[config.mk]
export PLATFORM = sky130hd
export DESIGN_NAME = boolean_vector_sequencer
export DESIGN_NICKNAME = d
export VERILOG_FILES = /design/src/rtl/boolean_vector_sequencer_pkg.sv /design/src/rtl/boolean_vector_sequencer_misr.sv /design/src/rtl/boolean_vector_sequencer.sv
export SDC_FILE = /design/constraint.sdc
export NUM_CORES = 1
export LEC_CHECK = 0
export CAP_MARGIN = 10
export CORE_MARGIN = 3
export CORE_UTILIZATION = 30
export CTS_CLUSTER_SIZE = 10
export DETAILED_ROUTE_END_ITERATION = 6
export PLACE_DENSITY = 0.5
export SYNTH_ARGS = -nofsm -noshare
export SYNTH_HDL_FRONTEND = slang
export SYNTH_SLANG_ARGS = --single-unit
[constraint.sdc]
create_clock -name clk -period 3.9 [get_ports clk]
set_input_delay 0.585 -clock clk [delete_from_list [all_inputs] [get_ports clk]]
set_output_delay 0.585 -clock clk [all_outputs]
set_load 0.01 [all_outputs]
[src/rtl/boolean_vector_sequencer_pkg.sv]
// +----------------------------------------------------------------------+
// | boolean_seq_pkg: shared types and code-sequencing helpers             |
// | for the Boolean-circuit vector sequencer.           Revision: 1.0     |
// +----------------------------------------------------------------------+
`default_nettype none

package boolean_seq_pkg;

  localparam int SIG_W = 16;
  localparam int VEC_W = 4;
  localparam logic [SIG_W-1:0] POLY_DEFAULT = 16'h1021;

  typedef enum logic [1:0] {
    ST_IDLE   = 2'd0,
    ST_DRIVE  = 2'd1,
    ST_SAMPLE = 2'd2,
    ST_DONE   = 2'd3
  } state_e;

  function automatic logic [VEC_W-1:0] first_code(input logic skip_en,
                                                  input logic [VEC_W-1:0] skip_code);
    return (skip_en && (skip_code == '0)) ? VEC_W'(1) : '0;
  endfunction

  function automatic logic [VEC_W-1:0] last_code(input logic skip_en,
                                                 input logic [VEC_W-1:0] skip_code);
    return (skip_en && (skip_code == '1)) ? VEC_W'(14) : VEC_W'(15);
  endfunction

  // Step past the omitted code so it is never driven onto the circuit.
  function automatic logic [VEC_W-1:0] next_code(input logic [VEC_W-1:0] vec,
                                                 input logic skip_en,
                                                 input logic [VEC_W-1:0] skip_code);
    logic [VEC_W-1:0] nxt;
    nxt = vec + VEC_W'(1);
    if (skip_en && (nxt == skip_code)) begin
      nxt = vec + VEC_W'(2);
    end
    return nxt;
  endfunction

endpackage

`default_nettype wire

[src/rtl/boolean_vector_sequencer_misr.sv]
// +----------------------------------------------------------------------+
// | ef_signature_misr: folds each {E,F} sample into a 16-bit signature.  |
// |                                                     Revision: 1.0     |
// +----------------------------------------------------------------------+
`default_nettype none

module ef_signature_misr
  import boolean_seq_pkg::*;
#(
  parameter logic [SIG_W-1:0] POLY = POLY_DEFAULT
) (
  input  logic             clk,
  input  logic             rst,
  input  logic             clr,
  input  logic             en,
  input  logic [1:0]       din,
  output logic [SIG_W-1:0] sig
);

  logic [SIG_W-1:0] sig_q;
  logic [SIG_W-1:0] sig_d;

  always_comb begin
    sig_d = sig_q;
    if (clr) begin
      sig_d = '0;
    end else if (en) begin
      sig_d = {sig_q[SIG_W-2:0], 1'b0}
            ^ (sig_q[SIG_W-1] ? POLY : '0)
            ^ {{(SIG_W-2){1'b0}}, din};
    end
  end

  always_ff @(posedge clk or posedge rst) begin
    if (rst) begin
      sig_q <= '0;
    end else begin
      sig_q <= sig_d;
    end
  end

  assign sig = sig_q;

endmodule

`default_nettype wire

[src/rtl/boolean_vector_sequencer.sv]
// +----------------------------------------------------------------------+
// | boolean_vector_sequencer: sweeps A..D through all codes, samples E,F |
// | after each dwell and builds a response signature.   Revision: 1.0     |
// +----------------------------------------------------------------------+
`default_nettype none

module boolean_vector_sequencer
  import boolean_seq_pkg::*;
#(
  parameter int               DWELL     = 4,
  parameter bit               SKIP_EN   = 1'b0,
  parameter logic [VEC_W-1:0] SKIP_CODE = 4'b1000,
  parameter logic [SIG_W-1:0] POLY      = POLY_DEFAULT
) (
  input  logic             clk,
  input  logic             rst,
  input  logic             start,
  input  logic             pause,
  input  logic             E,
  input  logic             F,
  output logic             A,
  output logic             B,
  output logic             C,
  output logic             D,
  output logic             busy,
  output logic             done,
  output logic             sample_valid,
  output logic [VEC_W-1:0] sample_vec,
  output logic [1:0]       sample_ef,
  output logic [SIG_W-1:0] sig
);

  localparam int               CNT_W      = 8;
  localparam logic [CNT_W-1:0] CNT_LAST   = CNT_W'(DWELL - 1);
  localparam logic [VEC_W-1:0] FIRST_CODE = first_code(SKIP_EN, SKIP_CODE);
  localparam logic [VEC_W-1:0] LAST_CODE  = last_code(SKIP_EN, SKIP_CODE);

  state_e           state_q, state_d;
  logic [VEC_W-1:0] vec_q, vec_d;
  logic [CNT_W-1:0] cnt_q, cnt_d;
  logic             sample_valid_q;
  logic [VEC_W-1:0] sample_vec_q;
  logic [1:0]       sample_ef_q;
  logic             sweep_start;
  logic             in_sample;

  assign in_sample = (state_q == ST_SAMPLE);

  always_ff @(posedge clk or posedge rst) begin
    if (rst) begin
      state_q        <= ST_IDLE;
      vec_q          <= '0;
      cnt_q          <= '0;
      sample_valid_q <= 1'b0;
      sample_vec_q   <= '0;
      sample_ef_q    <= '0;
    end else begin
      state_q        <= state_d;
      vec_q          <= vec_d;
      cnt_q          <= cnt_d;
      sample_valid_q <= in_sample;
      if (in_sample) begin
        sample_vec_q <= vec_q;
        sample_ef_q  <= {E, F};
      end
    end
  end

  always_comb begin
    state_d     = state_q;
    vec_d       = vec_q;
    cnt_d       = cnt_q;
    sweep_start = 1'b0;
    case (state_q)
      ST_IDLE, ST_DONE: begin
        if (start) begin
          state_d     = ST_DRIVE;
          vec_d       = FIRST_CODE;
          cnt_d       = '0;
          sweep_start = 1'b1;
        end
      end
      ST_DRIVE: begin
        if (!pause) begin
          cnt_d = cnt_q + CNT_W'(1);
          if (cnt_q == CNT_LAST) begin
            state_d = ST_SAMPLE;
          end
        end
      end
      ST_SAMPLE: begin
        cnt_d = '0;
        if (vec_q == LAST_CODE) begin
          state_d = ST_DONE;
        end else begin
          vec_d   = next_code(vec_q, SKIP_EN, SKIP_CODE);
          state_d = ST_DRIVE;
        end
      end
      default: state_d = ST_IDLE;
    endcase
  end

  always_comb begin
    busy = (state_q == ST_DRIVE) || (state_q == ST_SAMPLE);
    done = (state_q == ST_DONE);
  end

  assign {A, B, C, D}  = vec_q;
  assign sample_valid  = sample_valid_q;
  assign sample_vec    = sample_vec_q;
  assign sample_ef     = sample_ef_q;

  ef_signature_misr #(
    .POLY (POLY)
  ) u_misr (
    .clk (clk),
    .rst (rst),
    .clr (sweep_start),
    .en  (in_sample),
    .din ({E, F}),
    .sig (sig)
  );

endmodule

`default_nettype wire

* Word level (Yosys, flattened, before mapping) *
Cells that the tools add are included.

word-level totals
  flip-flop bits (word level) = 37
  input bits = 6
  output and inout bits = 29
  word-level logic and storage cells = 44

operators by class
  add/sub/neg operators = 2
  eq/ne operators = 9
  multiplexer cells = 16
  bitwise logic cells = 2
  reductions and logical operators = 8

operators by type and width
  cell                                                 count
  two-way mux 16 bit                                   2
  case mux 8 bit (3 select lines)                      1
  two-way mux 8 bit                                    2
  bitwise XOR 16 bit                                   1
  bitwise XOR 16 x 2 -> 16 bit                         1
  two-way mux 13 bit                                   1
  adder 8 x 1 -> 8 bit, second input constant          1
  equality test 8 x 2 -> 1 bit, second input constant  1
  two-way mux 2 bit                                    4
  two-way mux 4 bit                                    2
  inequality test 2 bit, second input constant         4
  case mux 4 bit (2 select lines)                      1
  case mux 2 bit (3 select lines)                      1
  AND reduction 3 bit                                  2
  adder 4 x 1 -> 4 bit, second input constant          1
  equality test 2 bit, second input constant           2
  equality test 4 bit, second input constant           1
  nonzero test 2 bit                                   2
  equality test 2 x 1 -> 1 bit, second input constant  1
  logical NOT 2 bit                                    1
  two-way mux 1 bit                                    2
  AND reduction 2 bit                                  1
  OR reduction 2 bit                                   1
  logical OR 1 bit                                     1

* Longest topological paths before layout *
  depth in word-level cells = 5
  mapped depth = 7
  depth with buffers taken out = 6

* By module *
Synthesis repeated with hierarchy kept, for this count alone.

unflattened totals
  cells, all modules = 161
  area total of the unflattened synthesis = 1806.7 um2

by module, submodules not included
  module                    times used  cells each  area each (um2)  seq. area each (um2)
  boolean_vector_sequencer  1           104         1117.3           525.5
  ef_signature_misr         1           57          689.4            400.4

* Worst setup path before layout *
OpenSTA, ideal clock, no wires.

  path type = register -> register
  start = reg state_q[0]
  end = reg cnt_q[7]
  library setup time = 83 ps
  data arrival time = 1978 ps
  slack = 1840 ps
  cell stages (with the launch flop) = 7
  path buffers = 0
  cells stage by stage = dfrtp_1 > inv_1 > ha_1 > nor2b_4 > or4b_4 > or4_1 > o21ai_0

between the ends
  word-level cells in the longest chain between the ends = 4

RTL lines
  item                                                             RTL line                        RTL
  start, declared                                                  boolean_vector_sequencer.sv:38  state_e state_q, state_d;
  start signal, assigned                                           boolean_vector_sequencer.sv:58  state_q <= state_d;
  equality test 2 bit / logical NOT 2 bit (equally long branches)  boolean_vector_sequencer.sv:74  case (state_q)
  OR reduction 2 bit                                               boolean_vector_sequencer.sv:74
  inequality test 2 bit (no source line)                           --
  AND reduction 2 bit (no source line)                             --
  end signal, assigned                                             boolean_vector_sequencer.sv:60  cnt_q <= cnt_d;
  end, declared                                                    boolean_vector_sequencer.sv:40  logic [CNT_W-1:0] cnt_q, cnt_d;

Parallel ways exist; a longest one is shown, timed or not.
A chain may end at the register's enable or synchronous reset.

* Worst setup path after layout *
  start = reg state_q[0]
  end = out busy

between the ends
  word-level cells in the longest chain between the ends = 2

RTL lines
  item                                                                        RTL line                         RTL
  equality test 2 x 1 -> 1 bit / equality test 2 bit (equally long branches)  boolean_vector_sequencer.sv:105  busy = (state_q == ST_DRIVE) || (state_q == ST_SAMPLE);
  logical OR 1 bit (*)                                                        boolean_vector_sequencer.sv:105
  end, declared                                                               boolean_vector_sequencer.sv:25   output logic busy,

Mark *: on every way between the ends. The rest lies on a longest branch, timed or not.

==> flow_metrics.py <==
metrics = {
    "cts": {
        "cts_tree": "done",
        "postCtsHoldBufs": 0,
        "root_buffer": "clkbuf_8",
        "h-tree-depth": 2,
        "cts.reportedPaths.clkPinSlew_ns": 0.07,
        "cts_setup_buffers": 0,
        "clk_path_buf_depth": 2,
        "cts_resized": 0,
        "numCtsBuffers": 5,
        "clk_latency_ns": 0.29,
        "cts_sinks": 37,
    },
    "floorplanning": {
        "rows": 27,
        "core-area_um2": 5570,
        "die_y_um": 82.2,
        "fp.dieArea_um2": 6750,
        "start_util_pct": 31.2,
        "die_x_um": 82.2,
        "io_pins": 35,
    },
    "sta": {
        "fin_crit_sh_pct": 59.6,
        "fmax_ghz": 0.430,
        "fin_setup_tns_ns": 0,
        "worst-slew-pin-transition_ns": 0.659,
        "hold_slack_ns": 0.510,
        "final-hold-violation-count": 0,
        "rsz0062_at_grt": "no",
        "finClkSkew_ns": 0.00735,
        "final_max_slew_viol_count": 0,
        "relSlewSlack_pct": 56.1,
        "setup_ws_ns": 1.58,
        "finalCriticalPeriod_ns": 2.32,
        "setup_violations": 0,
    },
    "yosys": {
        "synthArstFlopShare_pct": 100,
        "synth_top_cell_by_area": "dfrtp_1",
        "synth_flop_cell": "dfrtp_1",
        "synth_area_leaders": "dfrtp_1 53%, mux2i_1 7.5%, nor2_1 5.4%",
        "ys_ff_latch": 37,
        "synth.top_cell.area_share_pct": 53.2,
        "syn_area_um2": 1740,
        "yosysSeqAreaShare_pct": 53.2,
        "ys_types": 30,
        "synth_cells": 158,
        "synth_nets": 170,
        "yosysWarnings": 0,
        "synth-edff-count": 0,
        "syn_avg_cell_area_um2": 11.0,
    },
    "placement": {
        "place_congestion": 0.778,
        "preCtsSetupSlack_ns": 1.46,
        "io_buffers": 34,
        "dpl.cell_count": 260,
        "place_area_um2": 2160,
        "place_hpwl_um": 2530,
    },
    "critical_path": {
        "r2r-start": "state_q[0]",
        "slowest_stage": "clkdlybuf4s50_1",
        "crit_path_max_fanout": 7,
        "criticalPathCategory": "register to output pin",
        "r2r_end": "cnt_q[7]",
        "cpPeakStageDelay_ns": 0.53,
        "cpMostUsedCell": "inv_1",
        "rr_worst_depth": 6,
        "crit_required_ns": 3.31,
        "worst_ep_arrival_time_ns": 1.74,
        "crit_path_cell_trace": "inv_1, ha_1, inv_1, clkdlybuf4s50_1",
        "crit_path_start_kind": "register",
        "ff2ff_setup_slack_ns": 1.67,
        "end_kind": "output pin",
    },
    "power": {
        "report.power.total_mw": 1.43,
        "intPower_mw": 0.937,
        "ir_drop_mv": 0.239,
        "seqPwrFrac_pct": 37.6,
        "leakage_nw": 0.988,
        "clock_power_share_pct": 22.2,
        "swShare_pct": 34.4,
        "power.density_nw_per_um2": 631,
        "pwr-share-comb_pct": 40.2,
        "p_switching_mw": 0.491,
    },
    "drt": {
        "dr_total_vias": 1279,
        "drt_pass1_iterations": 4,
        "wl_um": 3650,
        "via_per_inst": 4.79,
        "drt-initial-drc-count": 68,
        "drc": 0,
        "ant_nets": 0,
        "routedWlPerCell_um": 13.7,
    },
    "global_route": {
        "grt_pass1_wl_um": 6310,
        "grt_pass1_vias": 1354,
        "grt.total_usage_pct": 12.3,
        "grt_max_degree": 38,
        "grt_overflow": 0,
        "antenna_found_initial": 0,
    },
    "cells_and_area": {
        "regArea_um2": 926,
        "antenna_cells": 0,
        "final_area_um2": 2270,
        "fillCellCount": 571,
        "multiInputGateArea_um2": 768,
        "area_growth_pct": 30.2,
        "nets": 207,
        "final_cells": 267,
        "final_util_pct": 40.7,
        "drive_above_1_share_pct": 10.3,
    },
    "run": {
        "cap_violations": 0,
    },
    "hold_path": {
        "hold_path.class": "register to register",
        "holdPathStages": 1,
        "holdCritStartpoint": "sample_ef[1]",
        "hold_end": "sample_ef[1]",
    },
    "run_status": {
        "outcome": "completed",
    },
}
==> critical path, delay by kind of cell (launching register included) <==
family                     cells  cell delay, ns
adders and majority gates      1            0.37
buffers and inverters          3            0.68
DFF                            1            0.40
==> state kept, by name (all words and copies together) (netlist names) <==
name	flops
cnt_q	8
sample_ef	2
sample_valid	1
sample_vec	4
state_q	2
u_misr.sig	16
vec_q	4
==> worst max-delay path by stage <==
stage / startpoint / end / slack, ns / depth (start not counted)
global placement: start / cnt_q[7] / 1.52 / 5
finish: state_q[0] / busy / 1.58 / 4
floorplan: state_q[0] / cnt_q[7] / 1.84 / 6
CTS: state_q[0] / busy / 1.56 / 4
global route: state_q[0] / busy / 1.52 / 4
detailed placement: start / state_q[1] / 1.46 / 5
==> power groups by stage <==
| stage | clock, mW | sequential, mW | combinational (mW) |
|---|---|---|---|
| 2_1_floorplan | 0 | 0.561 | 0.327 |
| 5_1_grt | 0.350 | 0.553 | 0.637 |
| 6_report | 0.317 | 0.538 | 0.574 |
| 4_1_cts | 0.330 | 0.540 | 0.582 |
| 3_3_place_gp | 0 | 0.541 | 0.573 |
| 3_5_place_dp | 0 | 0.546 | 0.581 |
==> cell type report <==
cell class,instances,area share [%]
Multi-Input combinational cell,109,33.9
Tap cell,72,3.98
Sequential cell,37,40.9
Clock buffer,5,3.04
Inverter,6,0.994
Timing Repair Buffer,36,15.7
Clock inverter,2,1.55
==> cell usage in the layout (no fill, tap or decap), types with 2 or more instances in the layout <==
master | synthesis | routed
dfrtp_1 | 37 | 37
clkbuf_8 | 0 | 5
xnor2_1 | 5 | 5
nand4_1 | 2 | 2
mux2i_1 | 13 | 13
nor2_1 | 25 | 25
mux2_2 | 8 | 8
nand2_1 | 11 | 11
xor2_1 | 4 | 4
or4_1 | 3 | 3
and2_1 | 2 | 2
a211oi_1 | 4 | 4
o21ai_0 | 7 | 7
a21oi_1 | 4 | 4
nand3_1 | 4 | 4
inv_1 | 6 | 6
buf_4 | 0 | 2
ha_1 | 6 | 6
clkdlybuf4s50_1 | 0 | 34
==> kinds of logic after synthesis <==
logic type,synth area share (%)
AND/OR/NAND/NOR,15.5
flip-flops,53.2
multiplexers,12.7
AO/OA/AOI/OAI,7.19
buffers and inverters,2.66
XOR/XNOR,4.53
adder cells (fa/ha/maj),4.31
==> synth_stat cells (2+ instances only) <==
| library cell | n |
|---|---|
| a211oi_1 | 4 |
| nand4_1 | 2 |
| ha_1 | 6 |
| nand3_1 | 4 |
| or4_1 | 3 |
| a21oi_1 | 4 |
| xnor2_1 | 5 |
| nand2_1 | 11 |
| inv_1 | 6 |
| buf_1 | 2 |
| clkbuf_1 | 3 |
| mux2i_1 | 13 |
| nor2_1 | 25 |
| mux2_2 | 8 |
| dfrtp_1 | 37 |
| o21ai_0 | 7 |
| xor2_1 | 4 |
| and2_1 | 2 |
==> metal layers <==
layer  vias to the layer above  share of wire [%]  global-route usage (%)
li1                        614                  -                       -
met1                       635                 45                    14.9
met2                        23                 49                    20.0
met3                         7                4.1                    4.66
met4                         0                1.5                    4.32
met5                         -                  0                       0
Power figures use the tool's default switching activity.
